## src/rtl/led_frame_buffer.sv

```systemverilog
// led_frame_buffer: double-buffered per-LED colour store feeding led_driver.
// The writer fills the back bank and commits; banks swap only when a strand restarts at index 0.
module led_frame_buffer #(
    parameter  int NUM_LEDS      = 10,
    parameter  int COLOR_WIDTH   = 8,
    localparam int COUNTER_WIDTH = $clog2(NUM_LEDS)
) (
    input  logic                     clk_in,
    input  logic                     rst_in,
    input  logic [COUNTER_WIDTH-1:0] next_led_request,
    input  logic                     request_valid,
    output logic [COLOR_WIDTH-1:0]   red_out,
    output logic [COLOR_WIDTH-1:0]   green_out,
    output logic [COLOR_WIDTH-1:0]   blue_out,
    output logic                     color_ready,
    input  logic                     wr_valid,
    output logic                     wr_ready,
    input  logic [COUNTER_WIDTH-1:0] wr_addr,
    input  logic [COLOR_WIDTH-1:0]   wr_red,
    input  logic [COLOR_WIDTH-1:0]   wr_green,
    input  logic [COLOR_WIDTH-1:0]   wr_blue,
    input  logic                     wr_commit,
    output logic                     swap_done
);
    localparam int WORD_W = 3 * COLOR_WIDTH;
    localparam int DEPTH  = 2 * NUM_LEDS;
    localparam int ADDR_W = $clog2(DEPTH);
    localparam logic [COUNTER_WIDTH-1:0] LAST_IDX = COUNTER_WIDTH'(NUM_LEDS - 1);

    localparam logic [0:0] FILL      = 1'b0;
    localparam logic [0:0] WAIT_SWAP = 1'b1;

    logic [WORD_W-1:0] mem [DEPTH];

    logic [0:0]        state;
    logic              front;
    logic              loaded;
    logic              pending;
    logic              swap_now;
    logic              rd_bank;
    logic              rd_in_range;
    logic              rd_show;
    logic              wr_fire;
    logic [WORD_W-1:0] rd_word;

    function automatic logic [ADDR_W-1:0] ram_addr(input logic bank,
                                                   input logic [COUNTER_WIDTH-1:0] idx);
        ram_addr = bank ? (ADDR_W'(NUM_LEDS) + ADDR_W'(idx)) : ADDR_W'(idx);
    endfunction

    assign pending  = (state == WAIT_SWAP);
    assign wr_ready = ~pending;
    assign wr_fire  = wr_valid & wr_ready & (wr_addr <= LAST_IDX);

    // The index-0 read that triggers a swap must already see the new front bank.
    assign swap_now    = pending & request_valid & (next_led_request == '0);
    assign rd_bank     = swap_now ? ~front : front;
    assign rd_in_range = (next_led_request <= LAST_IDX);
    assign rd_show     = rd_in_range & (loaded | swap_now);
    assign rd_word     = mem[ram_addr(rd_bank, rd_in_range ? next_led_request : '0)];

    always_ff @(posedge clk_in) begin
        if (wr_fire) begin
            mem[ram_addr(~front, wr_addr)] <= {wr_red, wr_green, wr_blue};
        end
    end

    // Bank control: commit freezes the back bank until the next strand start.
    always_ff @(posedge clk_in or negedge rst_in) begin
        if (!rst_in) begin
            state     <= FILL;
            front     <= 1'b0;
            loaded    <= 1'b0;
            swap_done <= 1'b0;
        end else begin
            swap_done <= swap_now;
            if (swap_now) begin
                state  <= FILL;
                front  <= ~front;
                loaded <= 1'b1;
            end else if (wr_commit && !pending) begin
                state <= WAIT_SWAP;
            end
        end
    end

    // Read stage: one registered result per live request, held otherwise.
    always_ff @(posedge clk_in or negedge rst_in) begin
        if (!rst_in) begin
            red_out     <= '0;
            green_out   <= '0;
            blue_out    <= '0;
            color_ready <= 1'b0;
        end else begin
            color_ready <= request_valid;
            if (request_valid) begin
                if (rd_show) begin
                    {red_out, green_out, blue_out} <= rd_word;
                end else begin
                    {red_out, green_out, blue_out} <= '0;
                end
            end
        end
    end
endmodule

```

## config.mk

```make
export PLATFORM = sky130hd
export DESIGN_NAME = led_frame_buffer
export DESIGN_NICKNAME = d
export VERILOG_FILES = /design/src/rtl/led_frame_buffer.sv
export SDC_FILE = /design/constraint.sdc
export NUM_CORES = 1
export LEC_CHECK = 0
export ABC_AREA = 1
export BUFFER_PORTS_ARGS = -buffer_cell sky130_fd_sc_hd__buf_2
export CAP_MARGIN = 20
export CELL_PAD_IN_SITES_DETAIL_PLACEMENT = 0
export CELL_PAD_IN_SITES_GLOBAL_PLACEMENT = 1
export CORE_UTILIZATION = 33
export DETAILED_ROUTE_END_ITERATION = 6
export GPL_TIMING_DRIVEN = 0
export PLACE_DENSITY_LB_ADDON = 0.1
export SETUP_SLACK_MARGIN = 0.2
export SLEW_MARGIN = 30
export SYNTH_ARGS = -nofsm -noshare
export SYNTH_HDL_FRONTEND = slang
export SYNTH_SLANG_ARGS = --single-unit
```

## constraint.sdc

```tcl
create_clock -name clk_in -period 7.3 [get_ports clk_in]
set_input_delay 1.46 -clock clk_in [delete_from_list [all_inputs] [get_ports clk_in]]
set_output_delay 1.46 -clock clk_in [all_outputs]
set_load 0.005 [all_outputs]
```

* Yosys cells after proc, flatten, opt, wreduce, memory -nomap -nowiden
Memory sizes are Yosys's and may differ from the RTL's.
Index checks and enable logic that the tools add are counted.
** Word-level totals
- Logic and storage cells :: 36
- Output and inout bits :: 27
- Bits of input ports :: 37
- Register bits :: 29
- RAM bits :: 480
- Memories :: 1
** Memory list
- mem :: depth 20, width 24, read ports 1, clocked after memory_dff 0, wr ports 1, RTL line 33 : logic [WORD_W-1:0] mem [DEPTH];
** Cells by class
- Bitwise logic cells :: 8
- Order comparisons :: 2
- Muxes and demuxes :: 11
- Add/sub/neg operators :: 2
- Reduce and logical (&&, ||, !) cells :: 4
** Operators by type and width (number)
- 8-bit two-way mux :: 3
- 4-bit by 4-bit adder with 5-bit output, first input constant :: 2
- 5-bit two-way mux :: 2
- 4-bit less-or-equal comparator, second input constant :: 2
- 1-bit AND :: 5
- 1-bit two-way mux :: 5
- 4-bit logical NOT :: 1
- 4-bit two-way mux :: 1
- 1-bit inverter :: 2
- 2-bit nonzero test :: 1
- 1-bit logical AND :: 1
- 1-bit logical NOT :: 1
- 1-bit OR :: 1

* Logic depth before layout (Yosys ltp)
Gate-level depths: netlist of the first run.
An unclocked memory read counts as a cell.
- Depth after elaboration :: 6
- Gate-level depth with buffers :: 15
- Gate-level depth less buffers :: 13

* Worst setup path before layout of the first run
OpenSTA, ideal clock, no wires.
- Path kind :: input -> register
- Start point :: in wr_addr[1]
- End point :: mem mem[12][0] (netlist bit), enable pin
- Data arrival time :: 3.142 ns
- Slack :: 3.754 ns
- Setup time :: 0.405 ns
- Stages on the path :: 6
- Buffers on the path :: 0
- Data required time :: 6.895 ns
- Cells stage by stage :: ha_1 -> nor3_1 -> a21oi_1 -> nor2_1 -> nand2_1 -> nor2_1
** On the way
- Cells in the longest elaborated chain, start to end :: 4
- Elaborated cells on any way between the ends :: 6
- Those cells by class :: add/sub: 1; order compare: 1; mux: 3; bitwise: 1
** Ends and longest elaborated chain
- start: declaration :: RTL line 18 : input logic [COUNTER_WIDTH-1:0] wr_addr,
- 4-bit less-or-equal comparator :: RTL line 53 : assign wr_fire = wr_valid & wr_ready & (wr_addr <= LAST_IDX);
- 1-bit AND :: RTL line 53
- 1-bit two-way mux :: RTL line 63 : if (wr_fire) begin
- 1-bit two-way mux (not written as such) :: RTL line 64 : mem[ram_addr(~front, wr_addr)] <= {wr_red, wr_green, wr_blue};
- end: declaration :: RTL line 33
Several ways; a longest one is shown, not always the timed one.

* Worst setup path in the final report of the first run
- Start point :: in next_led_request[2]
- End point :: reg green_out[2]
** On the way
- Cells in the longest elaborated chain, start to end :: 6
- Elaborated cells on any way between the ends :: 11
- Those cells by class :: add/sub: 1; order compare: 1; mux: 4; bitwise: 3; reduce/logical: 1; memory: 1
** Ends and longest elaborated chain
- start: declaration :: RTL line 10 : input logic [COUNTER_WIDTH-1:0] next_led_request,
- 4-bit less-or-equal comparator / 4-bit logical NOT (equally long branches) :: RTL line 58, 56
- 4-bit two-way mux / 1-bit AND (equally long branches) :: RTL line 60, 56
- 4-bit by 4-bit adder with 5-bit output / 1-bit two-way mux (equally long branches)
- 5-bit two-way mux :: RTL line 48 : ram_addr = bank ? (ADDR_W'(NUM_LEDS) + ADDR_W'(idx)) : ADDR_W'(idx);
- memory 20 x 24 bit
- 8-bit two-way mux * :: RTL line 97 : if (rd_show) begin
- end signal: assignment :: RTL line 98 : {red_out, green_out, blue_out} <= rd_word;
- end: declaration :: RTL line 13 : output logic [COLOR_WIDTH-1:0] green_out,
Every way passes the cells marked *; elsewhere a longest branch is shown, timed or not.
A chain may end at the register's enable or synchronous reset.

==> results of run 1 <==
synth_stat cells:
library cell  count  share of area, %
o211a_1           1             0.047
or2_0             8              0.24
nand4_1           1             0.029
xnor2_1           2             0.082
nor2_2            1             0.029
nand2_4           1             0.053
ha_1              3              0.18
nand2_1         368               6.5
buf_2            57               1.3
nand3_1         134               3.2
buf_1             1             0.018
nand3_2           1             0.047
o21ai_2           4              0.16
buf_6             4              0.21
nand4_2           1             0.059
nor3_1            1             0.024
nor2_1          186               3.3
o211ai_1         46               1.6
dfrtp_1          29               3.4
mux2i_1          23               1.1
clkbuf_1         26              0.46
edfxtp_1        480                68
nor2_4            1             0.053
nand2_2           3             0.088
o21ai_0         148               3.5
inv_2             5             0.088
buf_4            11              0.39
or2_1            22              0.65
a31oi_1           1             0.029
a21oi_1          25              0.59
o21ai_1          42              0.99
or2_2            19              0.56
inv_1           181               3.2
routing by layer:
metal / track usage [%] / wire [µm] / share of wire [%] / vias up
met1: 29.94 / 32140 / 47 / 6874
met2: 32.87 / 31150 / 46 / 315
met5: 0 / 0 / 0 / -
met3: 2.832 / 2969 / 4.3 / 106
met4: 7.252 / 2081 / 3.0 / 0
li1: - / - / - / 6574
kinds of logic (layout without fill, tap and decap cells):
| logic type | after synthesis | in the layout |
|---|---|---|
| xor+xnor | 2 | 2 |
| buf+inv | 285 | 477 |
| simple gates | 747 | 747 |
| flops | 509 | 509 |
| mux | 23 | 23 |
| fa+ha+maj | 3 | 3 |
| compound gates | 267 | 267 |
| other cells | 0 | 4 |
flip-flops by register name (all words and copies together) (netlist names):
signal       count
front            1
color_ready      1
red_out          8
green_out        8
mem            480
pending          1
loaded           1
blue_out         8
swap_done        1
where the power goes:
group          switching, mW  internal, mW
Clock                   1.17          1.61
Combinational          0.763         0.263
Sequential            0.0159          3.23
worst max-delay path: stages:
cell,delay [ns]
buf_2,0.13
o21ai_2,0.10
nand2_2,0.20
buf_2,0.41
clkbuf_1,0.59
o21ai_0,0.18
o211ai_1,0.22
nand3_1,0.25
nand3_1,0.24
nand2_1,0.08
nand2_1,0.06
worst paths after layout:
kind,start,endpoint,slack (ns),cells past startpoint
min in group asynchronous,rst_in,pending,0.89,1
max reg2reg,pending,green_out[2],4.60,12
max,next_led_request[2],green_out[2],3.91,11
min reg2reg,loaded,loaded,0.46,1
max in group asynchronous,rst_in,red_out[3],5.94,1
min,loaded,loaded,0.46,1
layout make-up:
cell class	count	area share, %
Tap cell	846	4.200
Clock buffer	77	6.285
Multi-Input combinational cell	1042	20.02
Clock inverter	28	0.7944
Inverter	186	2.770
Sequential cell	509	60.07
Buffer	99	2.041
Antenna cell	4	0.03972
Timing Repair Buffer	87	3.773
cell usage in the layout (no fill, tap or decap), types with 2 or more instances in the layout:
cell type / instances
clkinv_1: 15
o21ai_2: 4
o21ai_1: 42
nand3_1: 134
buf_16: 22
buf_2: 120
clkbuf_16: 59
ha_1: 3
diode_2: 4
nand2_1: 368
buf_6: 4
xnor2_1: 2
clkbuf_8: 4
dfrtp_1: 29
nand2_2: 3
nor2_4: 21
inv_2: 5
bufinv_16: 3
buf_4: 11
o21ai_0: 148
o211ai_1: 46
buf_8: 2
mux2i_1: 23
nor2_1: 166
or2_0: 8
edfxtp_1: 480
or2_2: 19
inv_1: 181
or2_1: 22
clkbuf_1: 40
a21oi_1: 25
clkinv_2: 9
per-stage QoR:
step / hold slack (ns) / util (%) / std cells / total power [mW] / cell area, µm²
after floorplan: 0.4260 / - / 1836 / 3.823 / 21250
after global placement: 0.4414 / 35.73 / 2745 / 4.337 / 22620
after detailed placement: 0.4558 / 36.97 / 2769 / 4.349 / 23410
after CTS: 0.4691 / 39.79 / 2874 / 7.133 / 25190
after global routing: 0.4938 / 39.79 / 2875 / 7.306 / 25190
final: 0.4650 / 39.81 / 2878 / 7.056 / 25200
==> flow_summary.toml, run 1 <==
[run_status]
status = "finished clean"

[synth]
syn_nets = 1876
syn_area_mm2 = 0.02125
syn_avg_cell_area_um2 = 11.57
synth-xor-area-share_pct = 0.08244
synth_cell_type_count = 33
synth_fa_ha_area_share_pct = 0.1767
synth_top_family_by_area = "simple AND/OR/NAND/NOR gates"
seq_area_frac_synth_pct = 71.25
synth_cells = 1836
synth_compound_area_share_pct = 6.931
yosys_warnings = 0
synthSimpleGateAreaFrac_pct = 14.77
muxShareOfSynthArea_pct = 1.084
yosys_register_bits = 509

[placement]
post-dp-hpwl_mm = 46.45
dp_worst_setup_slack_ns = 3.198
portBuffers = 63
gp_congestion = 0.7750

[sta]
tightest_slew_ns = 0.8403
finalCritPeriodShare_pct = 46.39
final_hold_viol_count = 0
drv_slew = 0
clock_skew_ns = 0.02061
setup-tns-final_ns = 0
setup_viol = 0
final.min_clock_period_ns = 3.386
rsz0062_at_grt = "false"
relSlewSlack_pct = 43.98
fin_ws_ns = 3.914
max_freq_mhz = 295.3

[setup_path]
start_kind = "input pin"
arrival_ns = 3.94
crit_fanout = 10
endpoint_kind = "flop"
worstSetupPathType = "input pin to flop"
critPathRequiredTime_ns = 7.85

[cts]
cts_tree = "yes"
cts_buffer_depth = 3
cts_num_sinks = 509
clk_latency_ns = 0.62
cts_hold_buf = 0
htreeDepth = 2
clk_pin_slew_worst_paths_ns = 0.06
cts_setup_buffers = 0
cts_root_buf = "clkbuf_16"
ctsResizeCount = 0
cts_buffers = 57

[floorplanning]
coreArea_mm2 = 0.06331
die_width_um = 255.7
die-area_mm2 = 0.06541
io_pins = 64
start_util_pct = 33.56
die_y_um = 255.7
fp-row-count = 92

[route]
viasPerCell = 4.819
wl_per_cell_um = 23.75
vias = 13870
drt_iter0_drc = 1194
postRouteAntennaNets = 0
drc = 0
drtPass1Iterations = 5
drt_wl_total_mm = 68.34

[global_routing]
first_global_vias = 13390
grt_overflow = 0
antenna_found_initial = 2
grt_start_max_net_pins = 30
gr-usage-all-layers_pct = 21.00
grt_pass1_wl_mm = 97.95

[cells_and_area]
area_growth_syn_to_layout_pct = 18.61
drive_above_1_share_pct = 14.35
fillCellCount = 6170
fin_nets = 2022
regArea_mm2 = 0.01514
multi_input_area_mm2 = 0.005046

[run]
drv_cap = 0

[power_and_ir_drop]
vdd_drop_max_mv = 0.1816
p_leak_nw = 9.662
powerDensity_mw_per_mm2 = 280.0

[worst_hold_path]
hold_class = "flop to flop"
Power figures use the tool's default switching activity.
==> run 2, diff against run 1 <==
ABC_AREA = 0   (was 1)
clock period = 3.5 ns   (was 7.3 ns; I/O delays follow)
==> run 2 against run 1 <==
  * The flow now finishes with violations (design-rule violations)
  * Utilization rose by 0.74 points
  * Combinational power rose to 4.2 times the previous value
  * Clock power rose by 130%
  * Largest power group unchanged
  * Sequential share of layout area fell by 10 points
  * Synthesized cell count rose by 1.7%
==> flow_summary.toml, run 2 <==
[floorplanning]
io_pins = 64
coreArea_mm2 = 0.07457
die_width_um = 276.8
start_util_pct = 33.42
die_y_um = 276.8
fp-row-count = 100
die-area_mm2 = 0.07663

[setup_path]
endpoint_kind = "flop"
arrival_ns = 3.79
critPathRequiredTime_ns = 4.01
crit_fanout = 10
start_kind = "flop"
worstSetupPathType = "flop to flop"

[placement]
place_area_mm2 = 0.02715
post-dp-hpwl_mm = 66.85
gp_congestion = 0.9114
portBuffers = 62

[sta]
tightest_slew_ns = 0.9652
final_hold_viol_count = 0
clock_skew_ns = 0.03926
finalCritPeriodShare_pct = 93.74
hold_ws_ns = 0.07831
max_freq_mhz = 304.8
drv_slew = 0
relSlewSlack_pct = 35.65
setup_viol = 0
setup-tns-final_ns = 0
rsz0062_at_grt = "true"
final.min_clock_period_ns = 3.281

[synth]
yosysTopAreaCellShare_pct = 57.83
syn_area_mm2 = 0.02492
seq_area_frac_synth_pct = 60.74
synthFlopType = "edfxtp_1"
syn_nets = 1907
async_flop_share_pct = 5.697
synth_edf_count = 480
yosys_register_bits = 509
syn_avg_cell_area_um2 = 13.35
yosys_warnings = 0
yosysTopAreaCell = "edfxtp_1"
yosysMostFrequentCell = "edfxtp_1"
synthTopCellsByCount = "edfxtp_1, a221oi_1, mux2i_1"
synth_cell_type_count = 68
synth_cells = 1867
ys_top_cells_by_area = "edfxtp_1, a221oi_1, mux2i_1, mux4_2, dfrtp_1"

[route]
vias = 18840
drt_wl_total_mm = 97.74
wl_per_cell_um = 31.84
drtPass1Iterations = 7
drt_iter0_drc = 1964
drc = 7
viasPerCell = 6.138
postRouteAntennaNets = 0

[worst_hold_path]
hold_class = "input pin to asynchronous set/reset pin"

[cells_and_area]
largest_register_ffs = 480
final_core_util_pct = 40.55
fillCellCount = 6990
mostFrequentLayoutCell = "edfxtp_1"
largest_register = "mem"
area_growth_syn_to_layout_pct = 21.33
fin_nets = 2090
drive_above_1_share_pct = 22.56
antenna_cells = 0
final_cell_mix = "edfxtp_1, a221oi_1, mux2i_1, buf_2, nor2_1"
stdcell_area_mm2 = 0.03024

[power_and_ir_drop]
vdd_drop_max_mv = 0.4375
p_leak_nw = 10.04
clkPwrFrac_pct = 36.2
powerDensity_mw_per_mm2 = 582.3
p_seq_share_pct = 39.0
internal-power_mw = 12.02
p_sw_share_pct = 31.71
switchingPower_mw = 5.583
pwr-share-comb_pct = 24.8

[cts]
cts_hold_buf = 0
clk_pin_slew_worst_paths_ns = 0.06
cts_tree = "yes"
clk_latency_ns = 0.65
cts_buffer_depth = 3
cts_num_sinks = 509
cts_buffers = 59
cts_root_buf = "clkbuf_16"
htreeDepth = 2

[global_routing]
grt_overflow = 0
antenna_found_initial = 5
grt_start_max_net_pins = 30
first_global_vias = 18740
grt_pass1_wl_mm = 138.9
gr-usage-all-layers_pct = 25.18

[run_status]
status = "finished with violations"
violations = "design-rule violations"

[run]
drv_cap = 0
run 2: changes by cell type after synthesis, moves of 41 or more:
cell,previous run,this run
mux4_2,0,49
inv_1,181,22
a21oi_1,25,80
o21ai_0,148,94
clkbuf_1,26,67
nand2b_1,0,44
mux2i_1,23,125
o22ai_1,0,50
a221oi_1,0,172
nand2_1,368,82
nor2_1,186,122
o211ai_1,46,1
nand3_1,134,34
run 2: worst paths after layout:
kind	startpoint	endpoint	slack [ns]	cells past startpoint
worst max-delay path	pending	red_out[6]	0.22	9
worst min-delay path	rst_in	blue_out[4]	0.08	1
worst max register to register	pending	red_out[6]	0.22	9
worst min register to register	red_out[2]	red_out[2]	0.49	1
max in group asynchronous	rst_in	front	2.95	1
min in group clk_in	wr_commit	pending	0.29	3
run 2: worst max-delay path, cell delays in order, from the launching register on:
cell and delay [ns]:
dfrtp_1 0.52, and4bb_1 0.29, buf_4 0.17, a21oi_2 0.46, nor2_2 0.21, buf_2 0.31, o31ai_1 0.63, a21oi_4 0.20
a211oi_1 0.26, a21oi_1 0.09
run 2: per-stage QoR:
| step | std cells | total power, mW | setup slack [ns] |
|---|---|---|---|
| floorplan | 1867 | 9.405 | 0.1771 |
| global placement | 2898 | 10.99 | -2.306 |
| detailed placement | 2918 | 11.05 | -1.374 |
| global route | 3070 | 18.20 | 0.1501 |
| CTS | 3069 | 17.67 | 0.1364 |
| finish | 3070 | 17.61 | 0.2193 |
run 2: cell families (layout without fill, tap and decap cells):
group,after synthesis,count (layout),synth area share (%)
AOI/OAI and AO/OA,636,636,18.71
DFF,509,509,60.74
and+or+nand+nor,335,335,6.245
muxes,193,193,10.32
buffers and inverters,189,423,3.685
adders and majority gates,3,3,0.1506
xor gates and xnor gates,2,2,0.1456
run 2: cell type report:
type | count | area (µm²) | area share [%]
Multi-Input combinational cell | 1169 | 9475 | 31.33
Tap cell | 969 | 1212 | 4.009
Timing Repair Buffer | 122 | 1374 | 4.543
Inverter | 26 | 105.1 | 0.3476
Clock inverter | 36 | 401.6 | 1.328
Clock buffer | 76 | 1592 | 5.263
Buffer | 163 | 939.7 | 3.107
Sequential cell | 509 | 15140 | 50.07
run 2: per-layer routing:
metal | track usage (%) | vias up | routed length (µm)
met1 | 34.01 | 9820 | 41710
met2 | 41.53 | 784 | 46770
met3 | 3.273 | 160 | 5664
li1 | - | 8076 | -
met4 | 8.803 | 4 | 3567
met5 | 0 | - | 22
run 2: power groups by stage:
stage | registers (mW) | logic, mW | clock network (mW)
finish | 6.86 | 4.37 | 6.38
global route | 6.87 | 4.62 | 6.71
CTS | 6.86 | 4.31 | 6.49
detailed placement | 6.98 | 4.07 | 0
global placement | 6.99 | 4.00 | 0
floorplan | 6.95 | 2.46 | 0
run 2: timing repair:
action / 4_1_cts / 5_1_grt
endpoints found under the setup margin: 504 / 278
gates cloned: 0 / 0
gates resized for setup: 109 / 33
buffers inserted: 39 / 1
pin swaps: 25 / 4
hold endpoints to repair: 0 / 0
